## config.mk

```make
export PLATFORM = sky130hd
export DESIGN_NAME = word_match_engine_flat
export DESIGN_NICKNAME = d
export VERILOG_FILES = /design/src/rtl/word_match_pkg.sv /design/src/rtl/word_match_engine_if.sv /design/src/rtl/word_rom.sv /design/src/rtl/word_match_engine.sv /design/src/flat_wrapper.sv
export SDC_FILE = /design/constraint.sdc
export NUM_CORES = 1
export LEC_CHECK = 0
export ABC_AREA = 1
export BUFFER_PORTS_ARGS = -buffer_cell sky130_fd_sc_hd__buf_4
export CORE_ASPECT_RATIO = 2
export CORE_MARGIN = 10
export CORE_UTILIZATION = 57
export CTS_CLUSTER_SIZE = 30
export DETAILED_ROUTE_END_ITERATION = 16
export GPL_ROUTABILITY_DRIVEN = 0
export PLACE_DENSITY = 0.8
export SYNTH_ARGS = -nofsm -noshare
export SYNTH_HDL_FRONTEND = slang
export SYNTH_SLANG_ARGS = --single-unit
export TNS_END_PERCENT = 50
```

## constraint.sdc

```tcl
create_clock -name clk -period 4.35 [get_ports clk]
set_input_delay 0.87 -clock clk [delete_from_list [all_inputs] [get_ports clk]]
set_output_delay 0.87 -clock clk [all_outputs]
set_load 0.005 [all_outputs]
```

## src/rtl/word_match_pkg.sv

```systemverilog
// Shared types and constants for the Morse game letter matcher: FSM states,
// ASCII helpers and the fixed word bank.
package word_match_pkg;

  typedef enum logic [0:0] {
    PLAY = 1'b0,
    OVER = 1'b1
  } state_e;

  localparam int MAX_WORD_LEN = 8;
  localparam int BANK_SIZE    = 4;
  localparam int BANK_W       = 2;

  localparam logic [7:0] ASCII_LC_A     = 8'h61;
  localparam logic [7:0] ASCII_LC_Z     = 8'h7A;
  localparam logic [7:0] ASCII_CASE_OFS = 8'h20;

  // Character 0 of each word is the leftmost byte of the string literal.
  localparam logic [8*MAX_WORD_LEN-1:0] WORD_BANK [BANK_SIZE] = '{
    "HELLO   ",
    "MORSE   ",
    "RADIO   ",
    "CODES   "
  };

  function automatic int idx_width(input int n);
    return (n > 1) ? $clog2(n) : 1;
  endfunction

  function automatic logic [7:0] fold_case(input logic [7:0] c);
    if (c >= ASCII_LC_A && c <= ASCII_LC_Z) return c - ASCII_CASE_OFS;
    return c;
  endfunction

endpackage

```

## src/rtl/word_match_engine_if.sv

```systemverilog
// Signal bundle between the Morse decoder / display drivers and the matcher.
// The engine has no handshake: a commit is the rising edge of PlayerBtn and
// every result is a registered level or a one-cycle pulse.
interface word_match_engine_if
  import word_match_pkg::*;
#(
  parameter int WORD_LEN  = 5,
  parameter int NUM_WORDS = 4,
  parameter int SCORE_W   = 8
);
  localparam int IDX_W = idx_width(NUM_WORDS);

  logic                PlayerBtn;
  logic [7:0]          ASCIIInput;
  logic [1:0]          mode;
  logic                timeout;
  logic [WORD_LEN-1:0] letter_leds;
  logic [SCORE_W-1:0]  points;
  logic [SCORE_W-1:0]  high_score;
  logic [2:0]          lives_left;
  logic [IDX_W-1:0]    word_idx;
  logic                word_done;
  logic                mismatch;
  logic                game_over;
  state_e              state_dbg;

  modport master (
    output PlayerBtn, ASCIIInput, mode, timeout,
    input  letter_leds, points, high_score, lives_left, word_idx,
    input  word_done, mismatch, game_over, state_dbg
  );

  modport slave (
    input  PlayerBtn, ASCIIInput, mode, timeout,
    output letter_leds, points, high_score, lives_left, word_idx,
    output word_done, mismatch, game_over, state_dbg
  );
endinterface

```

## src/rtl/word_rom.sv

```systemverilog
// Combinational word bank lookup: (word index, letter position) -> ASCII char.
// Word indices beyond the bank size wrap onto the bank.
module word_rom
  import word_match_pkg::*;
#(
  parameter int WORD_LEN  = 5,
  parameter int NUM_WORDS = 4,
  localparam int IDX_W    = idx_width(NUM_WORDS),
  localparam int POS_W    = idx_width(WORD_LEN)
) (
  input  logic [IDX_W-1:0] word_idx_i,
  input  logic [POS_W-1:0] pos_i,
  output logic [7:0]       char_o
);

  logic [BANK_W-1:0] bank_sel;

  assign bank_sel = BANK_W'(word_idx_i);

  always_comb begin
    char_o = 8'h00;
    for (int p = 0; p < WORD_LEN; p++) begin
      if (pos_i == POS_W'(p)) char_o = WORD_BANK[bank_sel][8*(MAX_WORD_LEN-1-p) +: 8];
    end
  end

endmodule

```

## src/rtl/word_match_engine.sv

```systemverilog
// Letter matcher for the Morse decoder game: compares committed letters with the
// word bank and tracks progress LEDs, score, high score and lives.
module word_match_engine
  import word_match_pkg::*;
#(
  parameter int WORD_LEN  = 5,
  parameter int NUM_WORDS = 4,
  parameter int SCORE_W   = 8,
  parameter int LIVES     = 3
) (
  input  logic                clk,
  input  logic                rst,
  word_match_engine_if.slave  bus
);

  localparam int IDX_W = idx_width(NUM_WORDS);
  localparam int POS_W = idx_width(WORD_LEN);
  localparam logic [2:0] LIVES_INIT = 3'(LIVES);

  state_e              state_q, state_d;
  logic                btn_q;
  logic [POS_W-1:0]    pos_q, pos_d;
  logic [WORD_LEN-1:0] leds_q, leds_d;
  logic [SCORE_W-1:0]  points_q, points_d;
  logic [SCORE_W-1:0]  high_q, high_d;
  logic [2:0]          lives_q, lives_d;
  logic [IDX_W-1:0]    idx_q, idx_d;
  logic                done_q, done_d;
  logic                mis_q, mis_d;

  logic                press;
  logic [7:0]          rom_char;
  logic [7:0]          cmp_char;
  logic                hit;
  logic                last_pos;
  logic [IDX_W-1:0]    idx_next;

  word_rom #(
    .WORD_LEN  (WORD_LEN),
    .NUM_WORDS (NUM_WORDS)
  ) u_rom (
    .word_idx_i (idx_q),
    .pos_i      (pos_q),
    .char_o     (rom_char)
  );

  assign press    = bus.PlayerBtn & ~btn_q;
  assign cmp_char = bus.mode[0] ? fold_case(bus.ASCIIInput) : bus.ASCIIInput;
  assign hit      = (cmp_char == rom_char);
  assign last_pos = (pos_q == POS_W'(WORD_LEN-1));
  assign idx_next = (idx_q == IDX_W'(NUM_WORDS-1)) ? '0 : idx_q + 1'b1;

  always_comb begin
    state_d  = state_q;
    pos_d    = pos_q;
    leds_d   = leds_q;
    points_d = points_q;
    lives_d  = lives_q;
    idx_d    = idx_q;
    done_d   = 1'b0;
    mis_d    = 1'b0;
    unique case (state_q)
      PLAY: begin
        // A timeout wins over a press landing in the same cycle.
        if (bus.timeout || (press && !hit)) begin
          mis_d  = 1'b1;
          leds_d = '0;
          pos_d  = '0;
          if (!bus.mode[1]) begin
            lives_d = lives_q - 3'd1;
            if (lives_d == 3'd0) state_d = OVER;
          end
        end else if (press) begin
          if (!last_pos) begin
            leds_d = leds_q | (WORD_LEN'(1) << pos_q);
            pos_d  = pos_q + 1'b1;
          end else begin
            done_d = 1'b1;
            leds_d = '0;
            pos_d  = '0;
            idx_d  = idx_next;
            if (!bus.mode[1] && (points_q != '1)) points_d = points_q + 1'b1;
          end
        end
      end
      OVER: begin
        if (press) begin
          state_d  = PLAY;
          points_d = '0;
          lives_d  = LIVES_INIT;
          idx_d    = '0;
          pos_d    = '0;
          leds_d   = '0;
        end
      end
      default: state_d = PLAY;
    endcase
    high_d = (points_d > high_q) ? points_d : high_q;
  end

  always_ff @(posedge clk or negedge rst) begin
    if (!rst) begin
      state_q  <= PLAY;
      btn_q    <= 1'b0;
      pos_q    <= '0;
      leds_q   <= '0;
      points_q <= '0;
      high_q   <= '0;
      lives_q  <= LIVES_INIT;
      idx_q    <= '0;
      done_q   <= 1'b0;
      mis_q    <= 1'b0;
    end else begin
      state_q  <= state_d;
      btn_q    <= bus.PlayerBtn;
      pos_q    <= pos_d;
      leds_q   <= leds_d;
      points_q <= points_d;
      high_q   <= high_d;
      lives_q  <= lives_d;
      idx_q    <= idx_d;
      done_q   <= done_d;
      mis_q    <= mis_d;
    end
  end

  assign bus.letter_leds = leds_q;
  assign bus.points      = points_q;
  assign bus.high_score  = high_q;
  assign bus.lives_left  = lives_q;
  assign bus.word_idx    = idx_q;
  assign bus.word_done   = done_q;
  assign bus.mismatch    = mis_q;
  assign bus.game_over   = (state_q == OVER);
  assign bus.state_dbg   = state_q;

endmodule

```

## src/flat_wrapper.sv

```systemverilog
// flat-port wrapper written by rule: the top's interface ports become plain ports
module word_match_engine_flat import word_match_pkg::*;
#(
  parameter int WORD_LEN  = 5,
  parameter int NUM_WORDS = 4,
  parameter int SCORE_W   = 8,
  parameter int LIVES     = 3
)
  (clk, rst, bus_PlayerBtn, bus_ASCIIInput, bus_mode, bus_timeout, bus_letter_leds, bus_points, bus_high_score, bus_lives_left, bus_word_idx, bus_word_done, bus_mismatch, bus_game_over, bus_state_dbg);
  word_match_engine_if #(.WORD_LEN(WORD_LEN), .NUM_WORDS(NUM_WORDS), .SCORE_W(SCORE_W)) bus_i ();
  input  logic clk;
  input  logic rst;
  input wire logic [$bits(bus_i.PlayerBtn)-1:0] bus_PlayerBtn;
  input wire logic [$bits(bus_i.ASCIIInput)-1:0] bus_ASCIIInput;
  input wire logic [$bits(bus_i.mode)-1:0] bus_mode;
  input wire logic [$bits(bus_i.timeout)-1:0] bus_timeout;
  output wire logic [$bits(bus_i.letter_leds)-1:0] bus_letter_leds;
  output wire logic [$bits(bus_i.points)-1:0] bus_points;
  output wire logic [$bits(bus_i.high_score)-1:0] bus_high_score;
  output wire logic [$bits(bus_i.lives_left)-1:0] bus_lives_left;
  output wire logic [$bits(bus_i.word_idx)-1:0] bus_word_idx;
  output wire logic [$bits(bus_i.word_done)-1:0] bus_word_done;
  output wire logic [$bits(bus_i.mismatch)-1:0] bus_mismatch;
  output wire logic [$bits(bus_i.game_over)-1:0] bus_game_over;
  output wire logic [$bits(bus_i.state_dbg)-1:0] bus_state_dbg;
  assign bus_i.PlayerBtn = bus_PlayerBtn;
  assign bus_i.ASCIIInput = bus_ASCIIInput;
  assign bus_i.mode = bus_mode;
  assign bus_i.timeout = bus_timeout;
  assign bus_letter_leds = bus_i.letter_leds;
  assign bus_points = bus_i.points;
  assign bus_high_score = bus_i.high_score;
  assign bus_lives_left = bus_i.lives_left;
  assign bus_word_idx = bus_i.word_idx;
  assign bus_word_done = bus_i.word_done;
  assign bus_mismatch = bus_i.mismatch;
  assign bus_game_over = bus_i.game_over;
  assign bus_state_dbg = bus_i.state_dbg;
  word_match_engine #(.WORD_LEN(WORD_LEN), .NUM_WORDS(NUM_WORDS), .SCORE_W(SCORE_W), .LIVES(LIVES)) u_core (.clk(clk), .rst(rst), .bus(bus_i));
endmodule
```

### Word level (Yosys, flattened, before mapping)

Index checks and enable logic that the tools add are counted.

| word-level totals | value |
|---|---|
| word-level logic and storage cells | 99 |
| bits of input ports | 14 |
| output and inout bits | 30 |
| flip-flop bits (word level) | 33 |

| operators by class | value |
|---|---|
| bitwise gates (word level) | 5 |
| $lt $le $gt $ge | 4 |
| muxes and demuxes | 49 |
| shift-type cells | 1 |
| add/subtract/negate cells | 5 |
| reductions and logical operators | 11 |
| equal/unequal tests | 14 |

Operators by type and width:

| kind | count |
|---|---|
| 64-bit binary-select mux with 2-bit select | 1 |
| 64-bit 2-to-1 mux | 2 |
| 8-bit 2-to-1 mux | 13 |
| 3-bit 2-to-1 mux | 7 |
| 5-bit 2-to-1 mux | 4 |
| 8-bit case mux with 2 select lines | 1 |
| 3-bit case mux with 2 select lines | 2 |
| 1-bit 2-to-1 mux | 11 |
| 2-bit 2-to-1 mux | 5 |
| 5-bit case mux with 2 select lines | 1 |
| 8-bit by 1-bit adder with 8-bit output, second input constant | 1 |
| 8-bit equality test | 1 |
| 8-bit by 7-bit >= comparator with 1-bit output, second input constant | 1 |
| 8-bit > comparator | 1 |
| 8-bit by 7-bit <= comparator with 1-bit output, second input constant | 1 |
| 8-bit inequality test, second input constant | 1 |
| 8-bit by 6-bit subtractor with 8-bit output, second input constant | 1 |
| 3-bit by 2-bit equality test with 1-bit output, second input constant | 2 |
| 3-bit logical NOT | 2 |
| 2-bit by 1-bit inequality test with 1-bit output, second input constant | 3 |
| 2-bit inequality test, second input constant | 3 |
| 5-bit bitwise OR | 1 |
| 1-bit by 3-bit left shift with 5-bit output, first input constant | 1 |
| 2-bit case mux with 2 select lines | 1 |
| other kinds (18) | 22 |

### Longest topological paths before layout

Gate-level depths: netlist of run 1.

| logic depth | value |
|---|---|
| depth after elaboration | 16 |
| depth in mapped cells | 27 |
| mapped depth without buffers | 27 |

### By module

Synthesis of run 1 repeated with hierarchy kept, for this count alone.

| unflattened totals | value |
|---|---|
| cells, all modules | 433 |
| area, all modules | 2797.7 µm² |

By module, submodules not included:

| module | area an instance (µm²) | cells each | instances | sequential area each (µm²) |
|---|---|---|---|---|
| word_match_engine | 2471.1 | 376 | 1 | 828.3 |
| word_rom | 326.6 | 57 | 1 | 0.0 |

### Least setup slack after synthesis of run 1

OpenSTA, ideal clock, no wires.

| path | value |
|---|---|
| path type | input to register |
| start | in bus_ASCIIInput[5] |
| end | reg u_core.high_q[2], in the netlist u_core.bus.high_score[2] |
| buffers on the path | 0 |
| library setup time | 0.119 ns |
| slack | 0.862 ns |
| stages on the path | 20 |
| arrival time | 3.369 ns |
| required time | 4.231 ns |
| cell sequence | inv_1 -> ha_1 -> nand4_1 -> nand2_1 -> nand2_1 -> nand3_1 -> nor2_2 -> nand3_2 -> nand2_4 -> nand2_4 -> nand2_1 -> nand2_1 -> a21boi_0 -> ha_1 -> nand2_1 -> inv_1 -> a32oi_1 -> inv_1 -> nand2_1 -> nand2_1 |

| on the way | value |
|---|---|
| word-level cells in the longest chain between the ends | 12 |
| elaborated cells between the ends (all ways) | 15 |
| those cells by class | add/sub (1); order compare (3); eq/ne (1); mux (6); reduce/logical (4) |

Ends and longest elaborated chain:

| element | RTL line | RTL |
|---|---|---|
| start: declaration | flat_wrapper.sv:14 | `input wire logic [$bits(bus_i.ASCIIInput)-1:0] bus_ASCIIInput;` |
| 8-bit by 7-bit >= comparator with 1-bit output / 8-bit by 7-bit <= comparator with 1-bit output (equally long branches) | word_match_pkg.sv:31 | `if (c >= ASCII_LC_A && c <= ASCII_LC_Z) return c - ASCII_CASE_OFS;` |
| 1-bit logical AND | word_match_pkg.sv:31 |  |
| 1-bit 2-to-1 mux | word_match_pkg.sv:31 |  |
| 8-bit 2-to-1 mux | word_match_pkg.sv:32 | `return c;` |
| 8-bit 2-to-1 mux (*) | word_match_engine.sv:48 | `assign cmp_char = bus.mode[0] ? fold_case(bus.ASCIIInput) : bus.ASCIIInput;` |
| 8-bit equality test (*) | word_match_engine.sv:49 | `assign hit = (cmp_char == rom_char);` |
| 1-bit logical NOT (*) | word_match_engine.sv:65 | `if (bus.timeout \|\| (press && !hit)) begin` |
| 1-bit logical AND (*) | word_match_engine.sv:65 |  |
| 1-bit logical OR (*) | word_match_engine.sv:65 |  |
| 8-bit 2-to-1 mux (*) | word_match_engine.sv:65 |  |
| 8-bit case mux with 2 select lines (*) | word_match_engine.sv:62 | `unique case (state_q)` |
| net u_core.points_d[3] | word_match_engine.sv:24 | `logic [SCORE_W-1:0] points_q, points_d;` |
| 8-bit > comparator (*) | word_match_engine.sv:98 | `high_d = (points_d > high_q) ? points_d : high_q;` |
| end signal: assignment | word_match_engine.sv:119 | `high_q <= high_d;` |
| end: declaration | word_match_engine.sv:25 | `logic [SCORE_W-1:0] high_q, high_d;` |

Mark *: on every way through the listed nets, which the timed path passes. The rest lies on a longest branch. The select of a mux whose other input is x is not followed.
A chain may end at the register's enable or synchronous reset.

### Worst setup path in the final report of run 1

| path | value |
|---|---|
| start | reg u_core.pos_q[1] |
| end | reg u_core.high_q[1], in the netlist u_core.bus.high_score[1] |

| on the way | value |
|---|---|
| word-level cells in the longest chain between the ends | 13 |
| elaborated cells between the ends (all ways) | 19 |
| those cells by class | order compare (1); eq/ne (5); mux (9); reduce/logical (4) |

Ends and longest elaborated chain:

| element | RTL line | RTL |
|---|---|---|
| start: declaration | word_match_engine.sv:22 | `logic [POS_W-1:0] pos_q, pos_d;` |
| start signal: assignment | word_match_engine.sv:116 | `pos_q <= pos_d;` |
| 3-bit logical NOT | word_rom.sv:23 | `if (pos_i == POS_W'(p)) char_o = WORD_BANK[bank_sel][8*(MAX_WORD_LEN-1-p) +: 8];` |
| 8-bit 2-to-1 mux (5 in series) | word_rom.sv:23 |  |
| 8-bit equality test | word_match_engine.sv:49 |  |
| 1-bit logical NOT | word_match_engine.sv:65 |  |
| 1-bit logical AND | word_match_engine.sv:65 |  |
| 1-bit logical OR | word_match_engine.sv:65 |  |
| 8-bit 2-to-1 mux (*) | word_match_engine.sv:65 |  |
| 8-bit case mux with 2 select lines (*) | word_match_engine.sv:62 |  |
| net u_core.points_d[5] | word_match_engine.sv:24 |  |
| 8-bit > comparator (*) | word_match_engine.sv:98 |  |

Mark *: on every way through the listed nets, which the timed path passes. The rest lies on a longest branch.

==> impl_metrics.toml, run 1 <==
[sta]
fin_crit_ns = 3.76
drv_slew = 0
fmax_ghz = 0.266
hold_viol = 0
worst_pin_slew_ns = 0.595
relSlewSlack_pct = 60.3
period_share_pct = 86.5
final.setup.tns_ns = 0
setup_violations = 0
finClkSkew_ns = 0.00388
rsz0062_at_grt = "no"

[cells_and_area]
drive_gt1_share_pct = 18.6
final_cell_mix = "nand2_1, inv_1, buf_4"
multi_input_comb_area_um2 = 1650
area_growth_pct = 15.9
regArea_um2 = 828
nFillCells = 473
nets = 488
final_common_cell = "nand2_1"
design_area_um2 = 3220
antenna_cells = 0

[route]
antenna_left = 0
wire_per_inst_um = 14.2
via_per_inst = 5.37
drt_iter0_drc = 135
via_count = 2734
post-route-drc-count = 0
wl_um = 7250
dr.pass1.iters = 6

[floorplanning]
die_width_um = 69.4
rows = 36
die_h_um = 119
initial_utilization_pct = 57.7
io_pins = 44
dieArea_um2 = 8250
core_um2 = 4820

[clock_tree]
cts_sinks = 33
htree_levels = 2
cts_resized = 0
insertion_delay_ns = 0.29
path_clk_slew_ns = 0.06
cts_hold_buf = 0
post_cts_buffers = 0
cts-root-buf = "clkbuf_8"
max-clock-path-buffers = 2
cts-buffers-inserted = 5
cts_tree = "done"

[placement]
hpwlAfterDp_um = 5830
dpl_cell_area_um2 = 3140
io_buffers = 43

[power_and_ir_drop]
p_per_area_nw_per_um2 = 581
p_total_mw = 1.87
p_leak_nw = 1.78
ir_worst_vdd_mv = 0.528

[global_route]
overflow = 0
grt_pass1_wl_um = 12200
grt_pass1_vias = 2784
grt_use_total_pct = 17.6
grt_start_max_net_pins = 34
antenna_found_initial = 0

[synthesis]
synth_nets = 444
synth_cell_types = 37
ys_seq_area_share_pct = 29.8
synth_area_um2 = 2780
syn_inst = 407
ys_ff_latch = 33
ys_async_sr_fraction_pct = 100
ys_top_cells_by_area = "dfrtp_1, nand2_1, ha_1"
yosys_most_used_dff = "dfrtp_1"
synth_top_area_share_pct = 27.9
synth_largest_area_cell = "dfrtp_1"
synth_edf_count = 0
yosys_warnings = 0
postSynthAreaPerCell_um2 = 6.84

[setup_path]
path_class = "flop to flop"
start_kind = "flop"
required_ns = 4.59
rr_worst_depth = 21
cp-startpoint = "u_core.pos_q[1]"
cp.arrival_ns = 4.00
critPathMaxFanout = 13
r2r_start = "u_core.pos_q[1]"
critical_path.endpoint_type = "flop"

[job]
maxCapViolCount = 0

[outcome]
run_status = "finished clean"

[worst_hold_path]
hold_class = "input pin to asynchronous set/reset pin"
## cells by family (layout without fill, tap and decap cells)
| kind of cell | count (synthesis) | in the layout | share of synthesized area, % |
|---|---|---|---|
| AOI/OAI and AO/OA | 51 | 51 | 10.7 |
| buffers and inverters | 74 | 119 | 10.8 |
| xor gates and xnor gates | 6 | 6 | 1.89 |
| and+or+nand+nor | 220 | 220 | 36.5 |
| adders and majority gates | 23 | 23 | 10.3 |
| DFF | 33 | 33 | 29.8 |
## path summary, 6_finish.rpt
path	endpoint	slack, ns
min in group clk	u_core.bus.letter_leds[4]	0.51
hold / removal	u_core.bus.letter_leds[3]	0.51
hold reg to reg	u_core.bus.letter_leds[4]	0.51
max in group asynchronous	u_core.bus.lives_left[0]	3.50
setup / recovery	u_core.bus.high_score[1]	0.59
setup reg to reg	u_core.bus.high_score[1]	0.59
## report_power, final
group	leakage, nW	internal, mW	total [mW]	switching (mW)
clock	0.0395	0.113	0.223	0.110
combinational	1.34	0.462	1.11	0.644
sequential	0.401	0.420	0.546	0.126
## area by class of cell
class,count,share of cell area (%)
tap,57,2.21
clock buffer,8,2.48
sequential,33,25.7
multi-input combinational,300,51.3
timing repair buffer,45,10.5
inverter,66,7.88
## layer usage
metal / wire length (um) / vias to the layer above / GRT usage, % / share of wire (%)
met2: 4020 / 79 / 33.0 / 56
li1: - / 1377 / - / -
met3: 405 / 25 / 4.82 / 5.6
met1: 2450 / 1253 / 15.2 / 34
met4: 367 / 0 / 13.0 / 5.1
met5: 0 / - / 0 / 0
## sequential cells by signal, indices dropped and copies added, names as in the netlist
register,flops
u_core.btn_q,1
u_core.bus.points,8
u_core.bus.game_over,1
u_core.bus.high_score,8
u_core.pos_q,3
u_core.bus.word_idx,2
u_core.bus.word_done,1
u_core.bus.mismatch,1
u_core.bus.lives_left,3
u_core.bus.letter_leds,5
## metrics by stage
step / instances / setup slack (ns) / utilization [%] / hold slack (ns)
after floorplan: 407 / 0.862 / - / 0.494
after global placement: 501 / 0.662 / 65.2 / 0.488
after detailed placement: 501 / 0.571 / 65.2 / 0.500
after CTS: 509 / 0.565 / 66.9 / 0.509
after global routing: 509 / 0.186 / 66.9 / 0.529
final: 509 / 0.589 / 66.9 / 0.505
## synthesized netlist by cell type, types with 6 or more instances
cell type  instances
dfrtp_1           31
o21ai_1            9
inv_1             62
a21oi_1           16
nor2_2             9
nand3_2            6
ha_1              23
nand2_1          134
nand2_2            7
nor2_1            12
nand3_1           36
o21ai_0           14
## worst max-delay path: stages (launching register included)
cell and delay [ns]:
dfrtp_1 0.40, inv_1 0.14, ha_1 0.29, nand2_2 0.23, or2_1 0.32, nand3_1 0.11
nand3_1 0.10, nor2_2 0.16, nand3_2 0.12, nand2_4 0.14, nand2_4 0.13, nand2_1 0.10
nand2_1 0.07, a21oi_1 0.20, ha_1 0.29, a21oi_1 0.17, nor2_1 0.06, a211oi_1 0.20
a32oi_1 0.11, inv_1 0.22, nand2_1 0.09, nand2_1 0.07
(Power assumes the default switching activity.)
==> inputs of run 2 (changes only) <==
Settings changed: CORE_UTILIZATION 57 to 58, PLACE_DENSITY 0.8 to 0.81, SYNTH_HIERARCHICAL set to 1.
==> impl_metrics.toml, run 2 <==
[setup_path]
start_kind = "flop"
slowest_delay_ns = 0.48
cpMostUsedCell = "nand2_1"
path_class = "flop to flop"
r2r_slack_ns = 0.49
cp_slowest_cell = "dfrtp_1"
required_ns = 4.57
timing.rr.end = "u_core/bus.high_score[1]"
critical_path.endpoint_type = "flop"
critPathMaxFanout = 14
r2r_start = "u_core/bus.word_idx[1]"
cp.arrival_ns = 4.08
rr_worst_depth = 30

[power_and_ir_drop]
p_total_mw = 1.86
p_leak_nw = 1.89
power_switching_mw = 0.839
p_comb_share_pct = 55.3
sequentialPowerShare_pct = 28.7
p_sw_share_pct = 45.0
p_per_area_nw_per_um2 = 571
ir_worst_vdd_mv = 0.520
clkPwrFrac_pct = 15.9
p_int_mw = 1.02

[sta]
finClkSkew_ns = 0.00739
setup_ws_ns = 0.488
relSlewSlack_pct = 45.9
setup_violations = 0
fin_crit_ns = 3.86
period_share_pct = 88.8
rsz0062_at_grt = "no"
final.setup.tns_ns = 0
hold_viol = 0
drv_slew = 0
hold_ws_ns = 0.491
worst_pin_slew_ns = 0.806
fmax_ghz = 0.259

[floorplanning]
core_um2 = 4640
initial_utilization_pct = 60.3
io_pins = 44
dieArea_um2 = 8170
die_width_um = 69.1
die_h_um = 118
rows = 35

[cells_and_area]
multi_input_comb_area_um2 = 1680
fin_cells = 531
post-route-util_pct = 70.2
nets = 515
design_area_um2 = 3260
area_growth_pct = 16.5
nFillCells = 440
regArea_um2 = 828
drive_gt1_share_pct = 16.0
antenna_cells = 0
final_common_cell = "nand2_1"
final_cell_mix = "nand2_1, inv_1, buf_4"

[outcome]
run_status = "finished clean"

[synthesis]
yosys_most_used_dff = "dfrtp_1"
synth_largest_area_cell = "dfrtp_1"
synth_commonest_cells = "nand2_1, inv_1, nand3_1"
postSynthAreaPerCell_um2 = 6.46
synth_top_area_share_pct = 27.7
ys_top_cells_by_area = "dfrtp_1, nand2_1, ha_1"
ys_ff_latch = 33
synth_cell_types = 35
yosys_warnings = 6
ys_async_sr_fraction_pct = 100
ys_seq_area_share_pct = 29.6
synth_area_um2 = 2800
synth.most_common_cell = "nand2_1"
synth_edf_count = 0
syn_inst = 433

[route]
drt_iter0_drc = 133
via_count = 2833
post-route-drc-count = 0
dr.pass1.iters = 5
antenna_left = 0
via_per_inst = 5.34
wire_per_inst_um = 14.1
wl_um = 7480

[global_route]
overflow = 0
antenna_found_initial = 0
grt_pass1_vias = 2964
grt_pass1_wl_um = 13200
grt_use_total_pct = 18.7
grt_start_max_net_pins = 34

[clock_tree]
cts_sinks = 33
path_clk_slew_ns = 0.07
htree_levels = 2
cts-buffers-inserted = 5
cts-root-buf = "clkbuf_8"
max-clock-path-buffers = 2
cts_tree = "done"
insertion_delay_ns = 0.29

[placement]
dpl_cell_area_um2 = 3140
hpwlAfterDp_um = 5980
pre_cts_slack_ns = 0.333
io_buffers = 43
dp_cells = 523

[worst_hold_path]
hold_class = "flop to flop"
hold_path_end = "u_core/bus.lives_left[0]"
hold_depth = 2
hp-start = "u_core/bus.lives_left[0]"

[job]
maxCapViolCount = 0
run 2: changes by cell type after synthesis, sizes merged, moves of 4 or more:
| cell | before | now |
|---|---|---|
| xor2 | 5 | 1 |
| nand2 | 144 | 175 |
| a21oi | 19 | 14 |
| nand3 | 42 | 38 |
| o21ai | 23 | 13 |
| nor2 | 22 | 34 |
run 2: how the worst max path moves through the flow:
| stage | from | cells after the start | slack, ns | end |
|---|---|---|---|---|
| 2_1_floorplan | u_core/bus.word_idx[1] | 29 | 0.99 | u_core/bus.high_score[0] |
| 6_report | u_core/bus.word_idx[1] | 30 | 0.49 | u_core/bus.high_score[1] |
| 4_1_cts | u_core/bus.word_idx[1] | 30 | 0.29 | u_core/bus.high_score[1] |
| 3_3_place_gp | u_core/bus.word_idx[1] | 30 | 0.43 | u_core/bus.high_score[2] |
| 5_1_grt | u_core/bus.word_idx[1] | 30 | 0.02 | u_core/bus.high_score[2] |
| 3_5_place_dp | u_core/bus.word_idx[1] | 30 | 0.33 | u_core/bus.high_score[5] |
run 2: kinds of logic (layout without fill, tap and decap cells):
family / count (synthesis) / after routing / share of synthesized area (%)
AO/OA/AOI/OAI: 37 / 37 / 7.51
XOR/XNOR: 4 / 4 / 1.25
adder cells (fa/ha/maj): 26 / 26 / 11.6
buffers and inverters: 74 / 116 / 10.7
flip-flops: 33 / 33 / 29.6
other: 1 / 2 / 0.134
AND/OR/NAND/NOR: 258 / 258 / 39.2
run 2: what timing repair did:
item / in CTS / in global routing
resized for setup: 0 / 3
setup buffers: 0 / 0
hold buffers: 0 / 0
setup endpoints to repair: 0 / 8
run 2: power by group through the flow:
| stage | clock network [mW] | registers [mW] | logic (mW) |
|---|---|---|---|
| floorplan | 0 | 0.518 | 0.684 |
| global placement | 0 | 0.539 | 0.983 |
| detailed placement | 0 | 0.541 | 1.02 |
| CTS | 0.304 | 0.536 | 1.03 |
| global route | 0.316 | 0.556 | 1.19 |
| finish | 0.297 | 0.536 | 1.03 |
run 2: critical path, delay by kind of cell, from the launching register on:
family          cells  cell delay [ns]
fa+ha+maj           2             0.48
buf+inv             6             0.53
compound gates      4             0.66
flops               1             0.48
simple gates       18             1.63
run 2: area by class of cell:
| class | count | share of cell area [%] |
|---|---|---|
| multi-input combinational | 327 | 51.4 |
| sequential | 33 | 25.4 |
| timing repair buffer | 44 | 10.1 |
| inverter | 64 | 7.37 |
| clock buffer | 7 | 2.65 |
| tap | 55 | 2.11 |
| clock inverter | 1 | 0.921 |
run 2: metal layers:
metal  global-route usage [%]  wire length (um)  vias to the layer above
li1                         -                 -                     1426
met1                     16.3              2530                     1291
met2                     38.3              4330                       91
met3                     2.85               333                       25
met4                     9.11               286                        0
met5                        0                 0                        -
